===== src/rtl/pool_window_buffer.sv =====
// 2x2 stride-2 window former for a row-major pixel stream.
// Even rows fill a line buffer; odd rows pair with it to emit windows.
module pool_window_buffer #(
  parameter int BITWIDTH = 8,
  parameter int WIDTH    = 28,
  parameter int HEIGHT   = 28
) (
  input  logic                  clk,
  input  logic                  rst,
  input  logic [BITWIDTH-1:0]   in_data,
  input  logic                  in_valid,
  output logic                  in_ready,
  output logic [4*BITWIDTH-1:0] out_data,
  output logic                  out_valid,
  input  logic                  out_ready,
  output logic                  frame_done
);

  localparam int CW = (WIDTH  > 2) ? $clog2(WIDTH)  : 1;
  localparam int RW = (HEIGHT > 2) ? $clog2(HEIGHT) : 1;
  localparam logic [CW-1:0] COL_LAST = CW'(WIDTH - 1);
  localparam logic [RW-1:0] ROW_LAST = RW'(HEIGHT - 1);

  logic [CW-1:0]         r_col;
  logic [RW-1:0]         r_row;
  logic [BITWIDTH-1:0]   r_line [WIDTH];
  logic [BITWIDTH-1:0]   r_prev;
  logic [4*BITWIDTH-1:0] r_out_data;
  logic                  r_out_valid;
  logic                  r_last;
  logic                  r_frame_done;

  logic          w_xfer;
  logic          w_fire;
  logic          w_win;
  logic          w_col_end;
  logic          w_row_end;
  logic [CW-1:0] w_col_l;

  assign in_ready   = !r_out_valid || out_ready;
  assign out_valid  = r_out_valid;
  assign out_data   = r_out_data;
  assign frame_done = r_frame_done;

  assign w_xfer    = in_valid && in_ready;
  assign w_fire    = r_out_valid && out_ready;
  assign w_win     = w_xfer && r_row[0] && r_col[0];
  assign w_col_end = (r_col == COL_LAST);
  assign w_row_end = (r_row == ROW_LAST);
  assign w_col_l   = r_col - CW'(1);

  always_ff @(posedge clk) begin
    if (rst) begin
      r_col        <= '0;
      r_row        <= '0;
      r_prev       <= '0;
      r_out_data   <= '0;
      r_out_valid  <= 1'b0;
      r_last       <= 1'b0;
      r_frame_done <= 1'b0;
    end else begin
      r_frame_done <= w_fire && r_last;
      if (w_xfer) begin
        r_col <= w_col_end ? '0 : r_col + CW'(1);
        if (w_col_end)
          r_row <= w_row_end ? '0 : r_row + RW'(1);
        if (!r_col[0])
          r_prev <= in_data;
      end
      // a new window may land on the same edge the old one drains
      if (w_win) begin
        r_out_valid <= 1'b1;
        r_out_data  <= {in_data, r_prev,
                        r_line[r_col], r_line[w_col_l]};
        r_last      <= w_row_end && w_col_end;
      end else if (w_fire) begin
        r_out_valid <= 1'b0;
      end
    end
  end

  always_ff @(posedge clk) begin
    if (!rst && w_xfer && !r_row[0])
      r_line[r_col] <= in_data;
  end

endmodule


===== config.mk =====
export PLATFORM = sky130hd
export DESIGN_NAME = pool_window_buffer
export DESIGN_NICKNAME = d
export VERILOG_FILES = /design/src/rtl/pool_window_buffer.sv
export SDC_FILE = /design/constraint.sdc
export NUM_CORES = 1
export LEC_CHECK = 0
export CORE_UTILIZATION = 52
export CTS_BUF_LIST = sky130_fd_sc_hd__clkbuf_16
export DETAILED_ROUTE_END_ITERATION = 10
export MAX_ROUTING_LAYER = met4
export PLACE_DENSITY = 0.68
export SYNTH_ARGS = -nofsm -noshare
export SYNTH_HDL_FRONTEND = slang
export SYNTH_SLANG_ARGS = --single-unit

===== constraint.sdc =====
create_clock -name clk -period 3.8 [get_ports clk]
set_clock_uncertainty 0.15 [all_clocks]
set_input_delay 1.14 -clock clk [delete_from_list [all_inputs] [get_ports clk]]
set_output_delay 1.14 -clock clk [all_outputs]
set_load 0.005 [all_outputs]

# Yosys cells after proc, flatten, opt, wreduce, memory -nomap -nowiden
# Memory sizes are Yosys's and may differ from the RTL's. A register that Yosys moved wholly into a read port is not among the register bits.
# Cells that the tools add are included.
# totals
ff_bits	53
out_inout_bits	35
n_memories	1
ramBits	224
in_bits	12
# op_classes
eq_ne	2
n_reduce_logical	15
addsub	3
mux	6
n_bitwise	1
# mem_list
memory	words	width	read_ports	rd_clocked_by_memory_dff	wr	line	source
r_line	28	8	2	2	1	26	logic [BITWIDTH-1:0] r_line [WIDTH];
# op_table
cell	count
adder 5 x 1 -> 5 bit, second input constant	2
== test 5 bit, second input constant	2
2-to-1 mux 5 bit	2
logical AND 1 bit	8
subtractor 5 x 1 -> 5 bit, second input constant	1
2-to-1 mux 1 bit	4
AND reduction 2 bit	2
zero test 1 bit	3
nonzero test 2 bit	1
logical OR 1 bit	1
inverter 1 bit	1

# Depth between registers and ports, before layout
# logic_depth
ltp_word	7
ltp_mapped	13
mapped_depth_nobuf	7

# Worst setup path before layout
# Ideal clock, no wire load.
# synth_path
path_type	input to register
start	input port out_ready
end	memory r_line[13][0] (enable)
required_ps	3267
slack_ps	757
cell_stages	6
t_arrival_ps	2510
path_cell_list	nor2b_1 -> inv_1 -> nand2_1 -> nor3_1 -> nand2_1 -> nor3_1
# synth_between
elab_chain_cells	6
# synth_lines
element	line	source
start: declaration	15	input logic out_ready,
logical OR 1 bit	40	assign in_ready = !r_out_valid || out_ready;
via in_ready	12	output logic in_ready,
logical AND 1 bit	45	assign w_xfer = in_valid && in_ready;
logical AND 1 bit (2 in series)	83	if (!rst && w_xfer && !r_row[0])
2-to-1 mux 1 bit	83	
2-to-1 mux 1 bit (implied by the code)	84	r_line[r_col] <= in_data;
end: declaration	26	
# The timed path passes the listed nets, and every way through them passes these cells.

# Final worst setup path
# layout_path
start	input port out_ready
end	output port in_ready
# layout_between
elab_chain_cells	1
# layout_lines
element	line
logical OR 1 bit	40
end: declaration	12
# No other way between the ends.

==> qor.yml <==
status:
  status: "finished, final reports clean"
pwr:
  power_switching_mw: 1.490
  power_density_nw_per_um2: 456.7
  p_leak_nw: 4.677
  p_int_mw: 5.126
  pwr-share-clk: 0.414
  pwr-share-seq: 0.498
  ir_worst_vdd_mv: 0.3584
  p_comb_frac: 0.088
  swShare: 0.2252
min_path:
  min_path_type: "reg -> reg"
  worstHoldPathCells: 2
route:
  vias: 7754
  vias_per_cell: 6.387
  final_antenna_net_count: 0
  wire_per_inst_um: 25.20
  drc: 0
  drt-initial-drc-count: 1111
  drt-total-wl_mm: 30.59
  first_pass_iters: 7
timing:
  finalHoldViolations: 0
  worst_pin_slew_ns: 1.006
  rsz0062_at_grt: "no"
  relSlewSlack: 0.3123
  finalCriticalPeriod_ns: 3.657
  tns_ns: 0
  setup_viol: 0
  timing.final.ws_setup_ns: 0.1431
  fmax_mhz: 273.5
  post-route-period-util: 0.9624
  hold_ws_ns: 0.3029
  maxSlewViolCount: 0
yosys:
  synth_cell_types: 54
  synth_nets: 816
  synthCells: 799
  ys_seq_area_frac: 0.6159
  synth_edf_count: 224
  synth_flop_cell: "edfxtp_1"
  postSynthRegisterBits: 277
  synthArstFlopShare: 0
  yosysWarningCount: 0
  synthesis.area_um2: 12640
  syn_avg_cell_area_um2: 15.83
floorplanning:
  start_util: 0.5339
  rows: 56
  die_area_um2: 24940
  ios: 47
  die_h_um: 157.9
  core-area_um2: 23680
  fp.dieW_um: 157.9
setup_path:
  cp_data_arrival_time_ns: 2.37
  cp_cell_sequence: "clkdlybuf4s50_1, nor2b_1, inv_1, clkdlybuf4s50_1"
  cp-end-kind: "primary output"
  critPathKind: "in -> out"
  crit_path_start_kind: "input port"
  r2r_cells: 5
  crit_slowest_cell: "clkdlybuf4s50_1"
  max_stage_delay_ns: 0.47
  cp_common_cell: "clkdlybuf4s50_1"
  required_ns: 2.51
  critical_path_peak_fanout: 4
global_route:
  grt_max_degree: 115
  grt_first_pass_wirelength_mm: 46.75
  antenna_found_initial: 0
  grtUsageTotal: 0.2642
  grt_pass1_vias: 7761
  grt_overflow_total: 0
final_layout:
  antennaDiodeCount: 0
  fillers: 1782
  syn2layout_area_growth_pct: 14.56
  final_common_cell: "edfxtp_1"
  fin_nets: 891
  drive_gt1_frac: 0.2380
  layout_common_cells: "224 x edfxtp_1, 94 x mux4_2, 67 x nor2_1"
clocking:
  worstSkewPairLatency_ns: 0.55
  cts_buffers: 29
  cts_tree: "done"
  hold_buffers: 0
  cts_sinks: 277
  clockBufferDepth: 3
  cts_resized: 0
  cts_root_buffer: "clkbuf_16"
  clkTransAtPathRegs_ns: 0.06
  ctsHtreeMaxLevel: 1
  post_cts_buffers: 0
place:
  gp_congestion: 0.8792
  place_hpwl_mm: 19.94
  post-place-ws_ns: 0.1624
  portBuffers: 46
run:
  cap_viol_max_count: 0
==> metrics by stage <==
step           area, um2  total power [mW]    util  instances
3_5_place_dp       13570             3.941  0.5731       1162
6_report           14490             6.616  0.6116       1214
2_1_floorplan      12640             3.773       -        799
5_1_grt            14490             6.791  0.6116       1214
4_1_cts            14490             6.653  0.6116       1214
3_3_place_gp       13570             3.930  0.5731       1162
==> layer usage <==
| metal | global-route usage | routed length, um |
|---|---|---|
| met3 | 0.03258 | 2497 |
| met2 | 0.4023 | 14520 |
| met5 | - | 0 |
| met4 | 0.06456 | 687 |
| met1 | 0.3829 | 12880 |
==> power by group through the flow <==
stage | Combinational, mW | Sequential (mW) | Clock (mW)
finish | 0.583 | 3.30 | 2.74
global route | 0.623 | 3.30 | 2.87
CTS | 0.585 | 3.30 | 2.77
detailed placement | 0.580 | 3.36 | 0
global placement | 0.570 | 3.36 | 0
floorplan | 0.414 | 3.36 | 0
==> synth_stat cells (2+ instances only) <==
master     count  area (um2)
edfxtp_1     224        6726
mux4_2        94        2117
nor2_1        67       251.5
nand2_1       62       232.7
mux2i_1       55       550.5
dfxtp_1       53        1061
a21oi_1       49       245.2
clkbuf_1      17       63.81
buf_2         15       75.07
o21ai_0       13       65.06
buf_6         12       135.1
nor3_1        11       55.05
a311oi_1      10       87.58
mux2_2        10       112.6
a211o_1        9       78.83
nor2b_1        9       56.30
nand3_1        8       40.04
buf_4          7       52.55
inv_1          7       26.28
nor4_1         7       43.79
a2111oi_0      6       52.55
ha_1           5       62.56
o22ai_1        5       31.28
buf_1          4       15.01
a211oi_1       3       22.52
mux4_1         3       78.83
or3_1          3       18.77
a31oi_1        2       12.51
a32o_1         2       20.02
nand4b_1       2       17.52
o21bai_1       2       15.01
==> flip-flops by register name (all words and copies together), names as in the netlist <==
signal,count
out_valid,1
out_data,32
r_last,1
r_prev,8
r_row,5
frame_done,1
r_line,224
r_col,5
==> cell families after synthesis <==
group                      after synthesis  share of synthesized area
DFF                                    277                     0.6159
buffers and inverters                   63                    0.03028
adders and majority gates                5                   0.004948
xor gates and xnor gates                 4                   0.003959
and+or+nand+nor                        180                    0.06343
muxes                                  163                     0.2273
AOI/OAI and AO/OA                      107                    0.05422
==> worst paths after layout <==
check,startpoint,endpoint,slack (ns)
worst max-delay path,out_ready,in_ready,0.14
worst min-delay path,r_prev[4],out_data[20],0.30
worst max register to register,r_col[0],out_data[8],0.80
worst min register to register,r_prev[4],out_data[20],0.30
==> worst max-delay path, delay by kind of cell <==
kind / cells / cell delay, ns
and+or+nand+nor: 1 / 0.21
buffers and inverters: 3 / 1.02
==> layout make-up <==
class	count	area, um2	area share
clock buffers	29	725.7	0.05010
clock inverters	23	187.7	0.01296
inverters	7	26.28	0.001814
multi-input cells	459	4477	0.3091
flip-flops and latches	277	7796	0.5382
well taps	319	399.1	0.02755
repair buffers	100	873.3	0.06029
No activity file was read; power rests on OpenSTA's default activity.
